$ cat src/rtl/fifo_pkg.sv
// Shared definitions for the FIFO write-side blocks: default word width and
// the arbiter state type.
package fifo_pkg;

    localparam int FIFO_DATA_W = 128;

    typedef enum logic [0:0] {
        IDLE  = 1'b0,
        BURST = 1'b1
    } arb_state_e;

endpackage

$ cat src/rtl/rr_pick.sv
// Combinational round-robin select: picks the first requester at or after ptr,
// wrapping modulo NUM_REQ.
module rr_pick #(
    parameter int  NUM_REQ = 4,
    localparam int IDW     = $clog2(NUM_REQ)
) (
    input  logic [NUM_REQ-1:0] req,
    input  logic [IDW-1:0]     ptr,
    output logic [NUM_REQ-1:0] grant,
    output logic [IDW-1:0]     index,
    output logic               any
);

    logic [IDW-1:0] cand;

    always_comb begin
        grant = '0;
        index = '0;
        any   = 1'b0;
        cand  = '0;
        for (int k = 0; k < NUM_REQ; k++) begin
            cand = IDW'((int'(ptr) + k) % NUM_REQ);
            if (!any && req[cand]) begin
                any         = 1'b1;
                grant[cand] = 1'b1;
                index       = cand;
            end
        end
    end

endmodule

$ cat src/rtl/fifo_wr_arbiter.sv
// Round-robin, burst-locking arbiter for the shared FIFO write port; throttles on
// full/almost-full so a write is never issued into a full FIFO.
module fifo_wr_arbiter
    import fifo_pkg::*;
#(
    parameter int  NUM_REQ   = 4,
    parameter int  DATA_W    = FIFO_DATA_W,
    parameter int  BURST_MAX = 4,
    localparam int IDW       = $clog2(NUM_REQ)
) (
    input  logic                      clk,
    input  logic                      reset,
    input  logic [NUM_REQ-1:0]        req_valid,
    input  logic [NUM_REQ*DATA_W-1:0] req_data,
    output logic [NUM_REQ-1:0]        req_ready,
    output logic                      fifo_wren,
    output logic [DATA_W-1:0]         fifo_wdata,
    input  logic                      fifo_full,
    input  logic                      fifo_alm_full,
    output logic [IDW-1:0]            grant_id,
    output logic                      busy,
    output logic                      wr_err
);

    localparam logic [0:0] S_IDLE  = IDLE;
    localparam logic [0:0] S_BURST = BURST;

    logic [0:0]         state;
    logic [IDW-1:0]     rr_ptr;
    logic [3:0]         burst_cnt;
    logic [NUM_REQ-1:0] pick_grant;
    logic [NUM_REQ-1:0] owner_oh;
    logic [IDW-1:0]     pick_idx;
    logic [IDW-1:0]     acc_idx;
    logic               pick_any;
    logic               can_acc;
    logic               accept;
    logic [DATA_W-1:0]  acc_data;

    function automatic logic [IDW-1:0] ptr_inc(input logic [IDW-1:0] p);
        return (int'(p) == NUM_REQ - 1) ? '0 : p + 1'b1;
    endfunction

    rr_pick #(.NUM_REQ(NUM_REQ)) u_pick (
        .req   (req_valid),
        .ptr   (rr_ptr),
        .grant (pick_grant),
        .index (pick_idx),
        .any   (pick_any)
    );

    // An in-flight write may be about to consume the last free slot.
    assign can_acc = !fifo_full && !(fifo_alm_full && fifo_wren);
    assign busy    = (state == S_BURST);
    assign acc_idx = (state == S_IDLE) ? pick_idx : grant_id;
    assign accept  = |(req_valid & req_ready);

    // Handshake: a word moves when req_valid[i] && req_ready[i]; ready is offered only to the
    // IDLE winner or the BURST owner and only while the FIFO can take a word; valid never waits on ready.
    always_comb begin
        owner_oh           = '0;
        owner_oh[grant_id] = 1'b1;
        req_ready          = '0;
        if (reset && can_acc) begin
            if (state == S_IDLE) req_ready = pick_any ? pick_grant : '0;
            else                 req_ready = owner_oh;
        end
    end

    always_comb begin
        acc_data = '0;
        for (int i = 0; i < NUM_REQ; i++) begin
            if (acc_idx == IDW'(i)) acc_data = req_data[i*DATA_W +: DATA_W];
        end
    end

    always_ff @(posedge clk or negedge reset) begin
        if (!reset) begin
            state      <= S_IDLE;
            rr_ptr     <= '0;
            burst_cnt  <= '0;
            fifo_wren  <= 1'b0;
            fifo_wdata <= '0;
            grant_id   <= '0;
            wr_err     <= 1'b0;
        end else begin
            fifo_wren <= accept;
            if (accept) fifo_wdata <= acc_data;
            if (fifo_wren && fifo_full) wr_err <= 1'b1;

            case (state)
                S_IDLE: begin
                    if (accept) begin
                        grant_id <= pick_idx;
                        if (BURST_MAX == 1) begin
                            rr_ptr <= ptr_inc(pick_idx);
                        end else begin
                            state     <= S_BURST;
                            burst_cnt <= 4'd1;
                        end
                    end
                end
                default: begin
                    // Backpressure (valid && !can_acc) falls through and holds state and count.
                    if (accept) begin
                        if (burst_cnt + 4'd1 == 4'(BURST_MAX)) begin
                            state     <= S_IDLE;
                            rr_ptr    <= ptr_inc(grant_id);
                            burst_cnt <= '0;
                        end else begin
                            burst_cnt <= burst_cnt + 4'd1;
                        end
                    end else if (!req_valid[grant_id]) begin
                        state     <= S_IDLE;
                        rr_ptr    <= ptr_inc(grant_id);
                        burst_cnt <= '0;
                    end
                end
            endcase
        end
    end

endmodule
$ cat config.mk
export PLATFORM = sky130hd
export DESIGN_NAME = fifo_wr_arbiter
export DESIGN_NICKNAME = d
export VERILOG_FILES = /design/src/rtl/fifo_pkg.sv /design/src/rtl/rr_pick.sv /design/src/rtl/fifo_wr_arbiter.sv
export SDC_FILE = /design/constraint.sdc
export NUM_CORES = 1
export LEC_CHECK = 0
export CORE_AREA = 10 10 244 246
export CTS_CLUSTER_DIAMETER = 100
export DETAILED_ROUTE_END_ITERATION = 10
export DIE_AREA = 0 0 254 256
export GPL_ROUTABILITY_DRIVEN = 0
export GPL_TIMING_DRIVEN = 0
export SETUP_SLACK_MARGIN = 0.1
export SYNTH_ARGS = -nofsm -noshare
export SYNTH_HDL_FRONTEND = slang
export SYNTH_HIERARCHICAL = 1
export SYNTH_SLANG_ARGS = --single-unit
$ cat constraint.sdc
create_clock -name clk -period 3.7 [get_ports clk]
set_input_delay 0.74 -clock clk [delete_from_list [all_inputs] [get_ports clk]]
set_output_delay 0.74 -clock clk [all_outputs]
set_load 0.005 [all_outputs]
Word-level counts from Yosys, hierarchy flattened
Cells that the tools add are included.
Storage, ports and cells
  output and inout port bits: 137
  bits in registers: 139
  bits of input ports: 520
  word-level logic and storage cells: 111
Cells by class
  add/sub/neg operators: 5
  equality and inequality tests: 7
  bitwise operators: 5
  multiplexer cells: 54
  $lt $le $gt $ge: 10
  reduce and logical (&&, ||, !) cells: 23
Operators by type and width (count)
  $mux W128: 4
  $mux W4: 12
  $mux W1: 19
  $mux W2: 9
  $lt A2 B3 Y1 const B: 5
  $logic_and A1 B1 Y1: 12
  $or A4 B4 Y4: 3
  $bmux W1 S2: 5
  $demux W1 S2: 5
  $ge A2 B1 Y1 const B: 5
  $logic_not A1 Y1: 5
  $add A2 B1 Y2 const B: 2
  $add A2 B2 Y2 const B: 2
  $add A4 B1 Y4 const B: 1
  $and A4 B4 Y4: 1
  $eq A2 B1 Y1 const B: 2
  $eq A2 B2 Y1 const B: 2
  $eq A4 B3 Y1 const B: 1
  $reduce_and A2 Y1: 2
  $reduce_or A4 Y1: 1
  $reduce_and A3 Y1: 1
  $logic_not A2 Y1: 1
  $ne A2 B1 Y1 const B: 1
  $ne A2 B2 Y1 const B: 1
  other kinds (2): 2

Logic depth before layout (Yosys ltp)
Gate-level depths: netlist of run 1.
  depth in word-level cells: 19
  depth in mapped cells: 17
  mapped depth without buffers: 12

Hierarchy
Netlist of run 1, hierarchy kept.
By module, submodules not included
  fifo_wr_arbiter: cells an instance 769, sequential area each 3478.3 µm², times used 1, area an instance 8560.7 µm²
  rr_pick: cells an instance 45, sequential area each 0.0 µm², times used 1, area an instance 419.2 µm²

Worst setup path after synthesis of run 1
No wires, ideal clock.
  kind: input -> register
  from: input port req_valid[0]
  to: register rr_ptr[0]
  required time: 3.572 ns
  library setup time: 0.128 ns
  slack: 0.480 ns
  arrival time: 3.092 ns
  path buffers: 1
  stages: 10
  path through: mux4_1 -> and2b_2 -> a22oi_1 -> o21ai_0 -> a22o_1 -> o2111ai_2 -> and2_1 -> buf_4 -> mux2i_1 -> mux2_1
Between the ends
  word-level cells in the longest chain between the ends: 19
  elaborated cells between the ends (all ways): 36
  those cells by class: eq/ne: 2; mux: 22; bitwise: 4; reduce/logical: 8
RTL lines
  from (decl): RTL line fifo_wr_arbiter.sv:13  | input logic [NUM_REQ-1:0] req_valid,
  $bmux W1 S2: RTL line rr_pick.sv:23  | if (!any && req[cand]) begin
  $mux W1 (not written as such): RTL line rr_pick.sv:23
  $mux W1: RTL line rr_pick.sv:23
  $logic_not A1 Y1: RTL line rr_pick.sv:23
  $logic_and A1 B1 Y1: RTL line rr_pick.sv:23
  $mux W1: RTL line rr_pick.sv:23
  $logic_not A1 Y1: RTL line rr_pick.sv:23
  $logic_and A1 B1 Y1: RTL line rr_pick.sv:23
  [3 not listed]
  $mux W4 *: RTL line rr_pick.sv:23
  net pick_grant[0]: RTL line fifo_wr_arbiter.sv:31  | logic [NUM_REQ-1:0] pick_grant;
  $mux W4 * (2 in series): RTL line fifo_wr_arbiter.sv:65  | if (state == S_IDLE) req_ready = pick_any ? pick_grant : '0;
  $mux W4 *: RTL line fifo_wr_arbiter.sv:64  | if (reset && can_acc) begin
  $and A4 B4 Y4 *: RTL line fifo_wr_arbiter.sv:56  | assign accept = |(req_valid & req_ready);
  $reduce_or A4 Y1 *: RTL line fifo_wr_arbiter.sv:56
  $ne A2 B1 Y1 (no source line) / $ne A2 B2 Y1 (equally long branches)
  $reduce_and A3 Y1 (no source line)
  to (signal assigned): RTL line fifo_wr_arbiter.sv:96  | rr_ptr <= ptr_inc(pick_idx);
  to (signal assigned): RTL line fifo_wr_arbiter.sv:108  | rr_ptr <= ptr_inc(grant_id);
  to (signal assigned): RTL line fifo_wr_arbiter.sv:115  | rr_ptr <= ptr_inc(grant_id);
  to (decl): RTL line fifo_wr_arbiter.sv:29  | logic [IDW-1:0] rr_ptr;
The timed path passes the listed nets; every way through them passes the cells marked *. The select of a mux whose other input is x is not followed.
A chain may end at the register's enable or synchronous reset.

Worst setup path in the final report of run 1
  from: register rr_ptr[0]
  to: output port req_ready[3]
Between the ends
  word-level cells in the longest chain between the ends: 15
  elaborated cells between the ends (all ways): 51
  those cells by class: add/sub: 3; order compare: 8; mux: 27; bitwise: 3; reduce/logical: 10
RTL lines
  branches (longest 11 deep; another with $lt A2 B3 Y1)
  $mux W4 *: RTL line rr_pick.sv:23
  net pick_grant[3]: RTL line fifo_wr_arbiter.sv:31
  $mux W4 * (2 in series): RTL line fifo_wr_arbiter.sv:65
  $mux W4 *: RTL line fifo_wr_arbiter.sv:64
  to (decl): RTL line fifo_wr_arbiter.sv:15  | output logic [NUM_REQ-1:0] req_ready,
Mark *: on every way through the listed nets, which the timed path passes. The select of a mux whose other input is x is not followed.

==> impl_results.md, run 1 <==
- Dpl ws: -0.846 ns
- Count of final hold-check violations: 0
- Largest net degree at the start of global routing: 74
- Max Fanout on Critical Path: 7
- Nets: 2035
- Max-slew violations: 0
- Avg Cell Area, Syn: 11.0 um2
- Number of remaining DRC errors: 0
- Clk sinks: 139
- 1st-pass router iterations: 4
- Syn Nets: 1345
- WL/cell: 22.6 um
- CTS tree: built
- Synth unique cells: 39
- Status: completed
- Root buf cell: clkbuf_16
- DP HPWL: 42300 um
- Max-Cap Viols: 0
- Layout Cells excl Fill: 2218
- Final instance area: 0.0174 mm2
- Num rows: 86
- Worst Max-Slew Pin Slew: 0.711 ns
- Unrepaired setup endpoints after global routing: yes
- Tcrit/Tclk final: 95.6%
- Drt via density: 4.27
- # fillers: 5515
- Max frequency: 283 MHz
- Initial antenna violation count: 9
- EDFF count, synth: 0
- Netlist Area Pre-Place: 0.00898 mm2
- Post-Route WL: 50100 um
- Synth-to-layout area growth: 93.7%
- I/O pins: 657
- Initial cell density of the core: 16.4%
- Later-pin clock latency in the skew report: 0.46 ns
- Number of global-route vias before repair: 10500
- Clock period minus worst slack: 3.54 ns
- H-tree Lvls: 4
- Crit Path Category: flip-flop to primary output
- CP Launch Type: flip-flop
- Maximum vdd drop: 527 uV
- Post-synth top flop: dfrtp_1
- CP arrival: 2.80 ns
- Routed vias: 9460
- CTS Hold Bufs: 0
- Die X-Extent: 254 um
- Drt initial violations: 515
- Slew HR: 52.6%
- PwrDens: 825 mW/mm2
- FFs w/ async S/R, synth: 100%
- CTS Buf Count: 17
- Antenna diode instance count: 0
- Core Region: 0.0547 mm2
- Cell count after synthesis: 814
- Synthesis Warnings: 6
- GRT Resource Usage Total: 14.8%
- Fraction of layout cells with a size suffix above 1: 17.2%
- IO buf count: 656
- Clock transition at path regs: 0.06 ns
- Setup WS post-layout: 0.161 ns
- Seq cells post-synth: 139
- Die area: 0.0650 mm2
- Min-delay worst type: primary input to async pin
- Placed cells: 2175
- P_leak: 7.24 nW
- Global-route wire length before repair: 70000 um
- Sequential share of the synthesized area: 38.7%
- Worst EP required: 2.96 ns
- Clock skew: 0.00483 ns
- Final setup fails: 0
- Die Span Y: 256 um
- Setup crit end kind: primary output
- Total gr overflow: 0
- Post-route core utilization: 31.8%
- Clock buffer depth: 2
- Final ANT Viol Nets: 0
- DP Area: 0.0165 mm2
==> cells by family after synthesis <==
| family | after synthesis | synth area share [%] |
|---|---|---|
| AO/OA/AOI/OAI | 35 | 2.80 |
| XOR/XNOR | 2 | 0.195 |
| adder cells (fa/ha/maj) | 11 | 1.53 |
| buffers and inverters | 70 | 4.15 |
| flip-flops | 139 | 38.7 |
| multiplexers | 144 | 34.7 |
| AND/OR/NAND/NOR | 413 | 17.8 |
==> power breakdown <==
group,switching (mW),internal (mW)
clock,0.693,1.12
sequential,0.476,2.23
combinational,4.41,5.43
total,5.58,8.77
==> cell type report <==
class / count / area [um2] / share of cell area [%]
Sequential cell: 139 / 3480 / 20.0
Clock buffer: 22 / 484 / 2.78
Buffer: 61 / 505 / 2.91
Tap cell: 704 / 881 / 5.06
Inverter: 9 / 41.3 / 0.237
Clock inverter: 7 / 115 / 0.662
Timing Repair Buffer: 671 / 6690 / 38.5
Multi-Input combinational cell: 605 / 5200 / 29.9
==> worst max-delay path, stage by stage, from the launching register on <==
cell and delay [ns]:
dfrtp_1 0.39, buf_6 0.13, buf_6 0.12, mux4_2 0.50
buf_6 0.15, nor4b_4 0.33, buf_4 0.20, a22oi_2 0.06
o21ai_2 0.10, a22oi_1 0.11, nor2_1 0.11, buf_2 0.13
==> synthesized netlist by cell type, drive strengths merged (4+ instances only) <==
master | number | area [um2]
a22o | 4 | 35.0
mux2 | 6 | 67.6
nand2 | 392 | 1470
dfrtp | 139 | 3480
clkbuf | 7 | 26.3
ha | 11 | 138
a22oi | 12 | 90.1
nand3 | 5 | 25.0
mux4 | 133 | 3000
a21oi | 4 | 20.0
mux2i | 5 | 50.1
inv | 9 | 33.8
buf | 54 | 313
nor2 | 6 | 22.5
o21ai | 7 | 35.0
==> through the flow <==
step | power [mW] | hold slack (ns) | setup TNS [ns]
final | 14.3 | 0.239 | 0
after global routing | 15.4 | 0.292 | 0
after CTS | 14.0 | 0.260 | 0
after detailed placement | 12.0 | 0.455 | -95.67
after global placement | 11.9 | 0.445 | -1184.56
after floorplan | 8.17 | 0.444 | 0
==> path summary, 6_finish.rpt <==
kind                                            start                    endpoint  slack [ns]  cells after the start
setup / recovery                rr_ptr[0]$_DFFE_PN0P_                req_ready[3]        0.16                     11
hold / removal                                  reset  fifo_wdata[14]$_DFFE_PN0P_        0.24                      1
setup reg to reg                rr_ptr[0]$_DFFE_PN0P_   fifo_wdata[5]$_DFFE_PN0P_        0.23                     15
hold reg to reg            fifo_wdata[35]$_DFFE_PN0P_  fifo_wdata[35]$_DFFE_PN0P_        0.46                      2
max in group asynchronous                       reset  fifo_wdata[81]$_DFFE_PN0P_        2.60                      2
min in group clk           fifo_wdata[35]$_DFFE_PN0P_  fifo_wdata[35]$_DFFE_PN0P_        0.46                      2
==> repair_timing <==
action	CTS	global route
gates cloned	0	2
pin swaps	5	9
endpoints found under the setup margin	138	137
hold endpoints to repair	0	0
resized for setup	40	75
setup buffers	7	5
==> sequential cells by signal, summed over array words and instances, names as in the netlist <==
register,cells
wr_err,1
busy,1
grant_id,2
burst_cnt,4
fifo_wdata,128
rr_ptr,2
fifo_wren,1
==> per-layer routing <==
layer,GRT usage (%),vias up,wire length (um)
met5,0,-,52
met4,4.59,8,818
met3,6.84,56,5290
met2,26.4,456,26000
met1,14.9,4653,18000
li1,-,4287,-
==> placed cells by master (no fill, tap or decap), types with 2 or more instances in the layout <==
cell type,instances
a21oi_1,4
a22o_1,4
a22oi_1,9
a22oi_2,3
buf_2,14
buf_4,23
buf_6,14
buf_8,5
bufinv_16,3
clkbuf_1,4
clkbuf_16,17
clkbuf_2,3
clkbuf_4,15
clkbuf_8,5
clkdlybuf4s50_1,647
clkinv_2,2
clkinvlp_4,2
dfrtp_1,138
dlygate4sd2_1,5
ha_1,10
inv_1,7
mux2_1,2
mux2_2,4
mux2i_1,2
mux2i_4,2
mux4_2,133
nand2_1,392
nand2b_1,2
nand3_1,5
nor2_1,6
o21ai_1,2
o21ai_2,4
xor2_1,2
Power figures use the tool's default switching activity.
==> inputs of run 2 (changes only) <==
--- a/config.mk
+++ b/config.mk
@@ -7,6 +7,7 @@
 export LEC_CHECK = 0
-export CORE_AREA = 10 10 244 246
+export ABC_AREA = 1
+export CORE_AREA = 10 10 249 251
 export CTS_CLUSTER_DIAMETER = 100
 export DETAILED_ROUTE_END_ITERATION = 10
-export DIE_AREA = 0 0 254 256
+export DIE_AREA = 0 0 259 261
 export GPL_ROUTABILITY_DRIVEN = 0
--- a/constraint.sdc
+++ b/constraint.sdc
@@ -3,2 +3,2 @@
 set_output_delay 0.74 -clock clk [all_outputs]
-set_load 0.005 [all_outputs]
+set_load 0.05 [all_outputs]
==> run 2 against run 1 <==
  * Sequential share of layout area is 0.40 points higher
  * Largest power group unchanged
  * Final cell count grew 24%
  * Die area rose by 4.0%
  * Worst setup slack better by 0.085 ns
  * Critical path type is now primary input to primary output
  * Combinational power is 48% higher
  * Register-to-register slack better by 0.12 ns
  * Count of clock-buffer cells in the layout fell by 5
  * Via count grew 26%
  * Utilization fell by 2.0 points
  * Design area down 1.9%
==> impl_results.md, run 2 <==
- GRT Resource Usage Total: 15.6% (+0.86 points)
- PwrDens: 1110 mW/mm2 (+35%)
- Leading cell type in the layout, fill and taps excluded: clkdlybuf4s50_1
- Sequential share of the synthesized area: 39.3% (+0.61 points)
- Final setup fails: 0 (unchanged)
- Drt via density: 4.33 (+1.5%)
- Top-area cell type share of the netlist area: 39.3% (+0.61 points)
- Layout Cells excl Fill: 2754 (+24%)
- Fin Hold WS: 0.255 ns (+0.0152 ns)
- Int Pwr: 8.11 mW (-7.6%)
- EDFF count, synth: 0 (unchanged)
- Clock transition at path regs: 0.06 ns (about the same)
- IO buf count: 656 (unchanged)
- Slew HR: 40.3% (-12 points)
- Initial antenna violation count: 7 (-2)
- # fillers: 6087 (+10%)
- Status: completed
- Worst Max-Slew Pin Slew: 0.893 ns (+0.182 ns)
- Synth-to-layout area growth: 93.0%
- 1st-pass router iterations: 7 (+3)
- Switching part of the total: 57.3% (+18 points)
- Critical path depth in cells: 14 (+3)
- FF/Latch Area: 0.00348 mm2 (about the same)
- Clock buffer depth: 2 (unchanged)
- Critical Path End: req_ready[2]
- Worst reg-to-reg setup slack: 0.35 ns (+0.12 ns)
- Max frequency: 290 MHz (+2.5%)
- Max-Cap Viols: 0 (unchanged)
- Worst EP required: 2.96 ns (about the same)
- Number of global-route vias before repair: 12300 (+18%)
- Initial cell density of the core: 15.5% (-0.96 points)
- Syn Nets: 1828 (+36%)
- Global-route wire length before repair: 78800 um (+13%)
- Worst R2R End: fifo_wdata[86]$_DFFE_PN0P_
- CP arrival: 2.71 ns (-0.09 ns)
- Buf/Inv on CP: 4 (-1)
- R2R Path Start: rr_ptr[0]$_DFFE_PN0P_
- DP Area: 0.0164 mm2 (-0.38%)
- Count of final hold-check violations: 0 (unchanged)
- WL/cell: 20.3 um (-10%)
- Max-slew violations: 0 (unchanged)
- Min-delay worst type: primary input to async pin
- Cell family with most CP delay: buffers and inverters
- Slowest stage delay, CP: 0.57 ns (+0.07 ns)
- Number of remaining DRC errors: 0 (unchanged)
- Root buf cell: clkbuf_16
- Post-synth top flop: dfrtp_1
- Max Fanout on Critical Path: 8 (+1)
- Cell count after synthesis: 1297 (+59%)
- Routed vias: 11900 (+26%)
- Die Span Y: 261 um (+2.0%)
- Drt initial violations: 828 (+61%)
- Synth unique cells: 29 (-26%)
- Total gr overflow: 0 (unchanged)
- P_leak: 7.28 nW (+0.55%)
- Count leader, synth: nand2_1
- CTS tree: built
- CP Launch Type: primary input
- Die area: 0.0676 mm2 (+4.0%)
- Clk sinks: 139 (unchanged)
- Worst setup startpoint: req_valid[3]
- Biggest regs: fifo_wdata x128, burst_cnt x4
- Max reg flops: 128 (unchanged)
- Post-Route WL: 56000 um (+12%)
- Top cells by area, synth: dfrtp_1, nand2_1, a21oi_1
- Top cell type by total area after synthesis: dfrtp_1
- Clock skew: 0.0118 ns (+0.00695 ns)
- Unrepaired setup endpoints after global routing: yes
- CTS Hold Bufs: 0 (unchanged)
- H-tree Lvls: 4 (unchanged)
- Nets: 2506 (+23%)
- Sequential share of power: 14.0% (-4.9 points)
- Area of the multi-input gates: 0.00471 mm2 (-9.4%)
- Avg Cell Area, Syn: 6.82 um2 (-38%)
- DP HPWL: 46600 um (+10%)
- Fraction of layout cells with a size suffix above 1: 7.30% (-9.9 points)
- Tcrit/Tclk final: 93.4% (-2.3 points)
- Crit Path Category: primary input to primary output
- Final ANT Viol Nets: 0 (unchanged)
- Die X-Extent: 259 um (+2.0%)
- Largest net degree at the start of global routing: 75 (+1.4%)
- Crit path top cell by count: nand2_1
- Slowest CP cell: clkdlybuf4s50_1
- Netlist Area Pre-Place: 0.00884 mm2 (-1.5%)
- Synthesis Warnings: 6 (unchanged)
- Core Region: 0.0571 mm2 (+4.5%)
- Net Sw Power: 10.9 mW (+95%)
- Maximum vdd drop: 588 uV (+11%)
- Worst Reg-to-Reg Cells: 18 (+3)
- Seq cells post-synth: 139 (unchanged)
- Final instance area: 0.0171 mm2 (-1.9%)
- Power Total: 19.0 mW (+32%)
- FFs w/ async S/R, synth: 100% (unchanged)
- Cell chain of the critical path: clkdlybuf4s50_1 -> inv_1 -> nand2_1 -> nand2_1 -> nand2_1 -> nand2_2 -> inv_1 -> nand3_1 -> nand3_1 -> nand2_1 -> nand2_1 -> nand2_1 -> nor2_2 -> buf_6
- Clock share of power: 9.5% (-3.1 points)
- Setup crit end kind: primary output
- CTS Buf Count: 17 (unchanged)
- Placed cells: 2719 (+25%)
- Num rows: 88 (+2.3%)
- I/O pins: 657 (unchanged)
- Synth cell count leaders: nand2_1, a21oi_1, nand3_1
- Comb power frac: 76.5% (+8.0 points)
- Biggest register: fifo_wdata
- Most frequent cells in the layout: clkdlybuf4s50_1, nand2_1, a21oi_1, nand3_1, dfrtp_1
- Later-pin clock latency in the skew report: 0.47 ns (about the same)
- Clock period minus worst slack: 3.45 ns (-0.0847 ns)
-- run 2: repair_timing --
action | 4_1_cts | 5_1_grt
cloned | 0 | 0
setup endpoints to repair | 136 | 105
setup buffers | 1 | 1
gates resized for setup | 28 | 13
pin swaps | 1 | 0
-- run 2: power by group through the flow --
stage / Combinational (mW) / Clock [mW] / Sequential (mW)
finish: 14.5 / 1.80 / 2.66
global placement: 14.4 / 0 / 2.65
global route: 15.8 / 1.94 / 2.74
floorplan: 6.97 / 0 / 4.82
CTS: 14.6 / 1.87 / 2.66
detailed placement: 14.5 / 0 / 2.67
-- run 2: worst min-delay path by stage --
stage	slack, ns	cells after the start	endpoint	from
3_5_place_dp	0.46	1	wr_err$_DFFE_PN0P_	wr_err$_DFFE_PN0P_
3_3_place_gp	0.45	1	wr_err$_DFFE_PN0P_	wr_err$_DFFE_PN0P_
5_1_grt	0.29	1	fifo_wdata[120]$_DFFE_PN0P_	reset
6_report	0.25	1	fifo_wdata[120]$_DFFE_PN0P_	reset
2_1_floorplan	0.44	0	burst_cnt[0]$_DFFE_PN0P_	reset
4_1_cts	0.26	1	fifo_wdata[120]$_DFFE_PN0P_	reset
-- run 2: layout make-up --
type | instances | share of cell area (%)
plain buffers | 87 | 3.51
well taps | 765 | 5.61
clock buffers | 17 | 2.49
inverters | 24 | 0.543
clock inverters | 14 | 0.998
flip-flops and latches | 139 | 20.4
multi-input cells | 1047 | 27.6
diodes | 2 | 0.0293
repair buffers | 659 | 38.8
-- run 2: logic make-up after synthesis --
group / after synthesis / synth area share, %
buf+inv: 111 / 7.66
fa+ha+maj: 11 / 1.56
compound gates: 282 / 16.2
xor+xnor: 2 / 0.198
flops: 139 / 39.3
simple gates: 752 / 35.0
-- run 2: per-layer routing --
layer  global-route usage (%)  vias to the layer above  share of wire [%]  wire length, um
met2                     26.3                      637                 48            26800
met5                        0                        -                  0                0
li1                         -                     5636                  -                -
met4                     6.76                        0                3.7             2040
met3                     5.64                       83                9.4             5250
met1                     17.6                     5561                 39            21900
-- run 2: metrics by stage --
stage	setup slack (ns)	utilization (%)	TNS, ns
after floorplan	0.348	-	0
after global placement	-5.27	28.6	-1277.88
after detailed placement	-0.487	28.7	-46.84
after CTS	0.105	29.8	0
after global routing	0.0816	29.8	0
final	0.246	29.9	0
==> inputs of run 3 (changes only) <==
- ABC_AREA: 1 -> 0
- CORE_AREA: 10 10 249 251 -> 10 10 244 246
- DIE_AREA: 0 0 259 261 -> 0 0 254 256
==> run 3 against run 2 <==
  * Register-to-register slack got worse by 0.08 ns
  * Sequential power up 2%
  * Global-route usage fell by 0.88 points
  * Hold slack lost 0.017 ns
  * Die area decreased by 3.8%
  * Flip-flop and latch count did not move
  * Combinational power shrank 17%
  * Critical path depth is 4 lower
  * Wire length down 11%
  * Critical endpoint is now req_ready[3]
==> impl_results.md, run 3 (same netlist as run 1, synthesis figures left out) <==
- Die X-Extent: 254 um (-1.9%)
- Slew HR: 48.7% (+8.4 points)
- CTS Hold Bufs: 0 (unchanged)
- Worst EP required: 2.96 ns (about the same)
- Number of global-route vias before repair: 10500 (-15%)
- Root buf cell: clkbuf_16
- H-tree Lvls: 4 (unchanged)
- Worst Max-Slew Pin Slew: 0.767 ns (-0.126 ns)
- Post-Route WL: 49800 um (-11%)
- Biggest register: fifo_wdata
- Met2 Use GR: 26.4% (+0.11 points)
- Met3 usage: 6.84% (+1.2 points)
- CTS tree: built
- Drt initial violations: 551 (-33%)
- Routed vias: 9421 (-21%)
- Clk sinks: 139 (unchanged)
- CP arrival: 2.86 ns (+0.15 ns)
- Later-pin clock latency in the skew report: 0.46 ns (about the same)
- Leading cell type in the layout, fill and taps excluded: clkdlybuf4s50_1
- Initial antenna violation count: 10 (+3)
- Fin Hold WS: 0.238 ns (-0.0165 ns)
- Core Region: 0.0547 mm2 (-4.3%)
- Die area: 0.0650 mm2 (-3.8%)
- Max frequency: 278 MHz (-4.0%)
- 1st-pass router iterations: 5 (-2)
- Worst Reg-to-Reg Cells: 13 (-5)
- Max reg flops: 128 (unchanged)
- Max-slew violations: 0 (unchanged)
- Largest net degree at the start of global routing: 74 (-1.3%)
- Number of remaining DRC errors: 0 (unchanged)
- Unrepaired setup endpoints after global routing: yes
- Final setup fails: 0 (unchanged)
- Clock skew: 0.00466 ns (-0.00712 ns)
- Met1 Use GR: 14.9% (-2.7 points)
- WL/cell: 22.5 um (+11%)
- Max-Cap Viols: 0 (unchanged)
- Initial cell density of the core: 16.4% (+0.96 points)
- Min-delay worst type: primary input to async pin
- Synth-to-layout area growth: 93.4%
- P_leak: 7.22 nW (-0.77%)
- GRT Resource Usage Total: 14.7% (-0.88 points)
- Max Fanout on Critical Path: 5 (-3)
- Final ANT Viol Nets: 0 (unchanged)
- I/O pins: 657 (unchanged)
- Num rows: 86 (-2.3%)
- Clock period minus worst slack: 3.60 ns (+0.143 ns)
- Count of final hold-check violations: 0 (unchanged)
- Crit Path Category: flip-flop to primary output
- Global-route wire length before repair: 69900 um (-11%)
- DP HPWL: 42300 um (-9.3%)
- Die Span Y: 256 um (-1.9%)
- Total gr overflow: 0 (unchanged)
- IO buf count: 656 (unchanged)
- CTS Buf Count: 17 (unchanged)
- Setup TNS: 0 ns (unchanged)
- Setup crit end kind: primary output
- Biggest regs: fifo_wdata x128, burst_cnt x4
- PwrDens: 950 mW/mm2 (-15%)
- Drt via density: 4.25 (-1.8%)
- Fraction of layout cells with a size suffix above 1: 16.7% (+9.4 points)
- CP Launch Type: flip-flop
- Tcrit/Tclk final: 97.2% (+3.9 points)
- Nets: 2033 (-19%)
- Status: completed
- Maximum vdd drop: 459 uV (-22%)
- Most frequent cells in the layout: clkdlybuf4s50_1, nand2_1, dfrtp_1, mux4_2, buf_4
- Grt peak-use layer: met2
- Clock buffer depth: 2 (unchanged)
- Clock transition at path regs: 0.06 ns (about the same)
## run 3: power breakdown
part / internal (mW) / switching [mW]
Clock: 1.11 / 0.691
Sequential: 2.23 / 0.477
Combinational: 5.35 / 6.64
Total: 8.70 / 7.81
## run 3: worst paths after layout
path	slack [ns]	endpoint	from
max	0.10	req_ready[3]	rr_ptr[0]$_DFFE_PN0P_
min in group clk	0.46	fifo_wdata[31]$_DFFE_PN0P_	fifo_wdata[31]$_DFFE_PN0P_
min reg2reg	0.46	fifo_wdata[31]$_DFFE_PN0P_	fifo_wdata[31]$_DFFE_PN0P_
max in group asynchronous	2.61	fifo_wdata[81]$_DFFE_PN0P_	reset
min	0.24	fifo_wdata[14]$_DFFE_PN0P_	reset
max reg2reg	0.27	fifo_wdata[102]$_DFFE_PN0P_	rr_ptr[0]$_DFFE_PN0P_
## run 3: stage by stage
step                      setup slack (ns)  instance area (um2)  power (mW)  instances  util [%]
after floorplan                      0.166                 8980        10.4        814         -
after global placement               -4.76                16400        14.2       2174      30.1
after detailed placement            -0.846                16500        14.3       2175      30.1
after CTS                           0.0609                17200        16.3       2211      31.4
after global routing               -0.0596                17400        17.5       2216      31.8
final                                0.102                17400        16.5       2217      31.8
## run 3: what timing repair did
item | 4_1_cts | 5_1_grt
buffers inserted | 7 | 3
endpoints found under the setup margin | 138 | 130
gates resized for setup | 52 | 63
pin swaps | 7 | 2
cloned | 0 | 2
## run 3: final cells by class
class | instances | area, um2
sequential | 139 | 3480
timing repair buffer | 669 | 6690
tap | 704 | 881
multi-input combinational | 605 | 5180
antenna | 1 | 2.50
clock buffer | 22 | 484
buffer | 61 | 495
inverter | 9 | 41.3
clock inverter | 7 | 115
fill | 5534 | 37300
## run 3: critical path: stages, from the launching register on
cell     delay (ns)
dfrtp_1        0.38
buf_6          0.13
buf_6          0.11
mux4_2         0.50
buf_6          0.15
nor4b_4        0.37
a22oi_1        0.14
o21ai_1        0.15
a22oi_1        0.13
nor2_1         0.15
buf_6          0.18
## run 3: per-layer routing
layer  vias to the layer above  share of wire [%]  routed length, um
met3                        62                 11               5420
met5                         -               0.10                 52
li1                       4280                  -                  -
met2                       452                 52              25700
met1                      4619                 36              17700
met4                         8                1.7                830
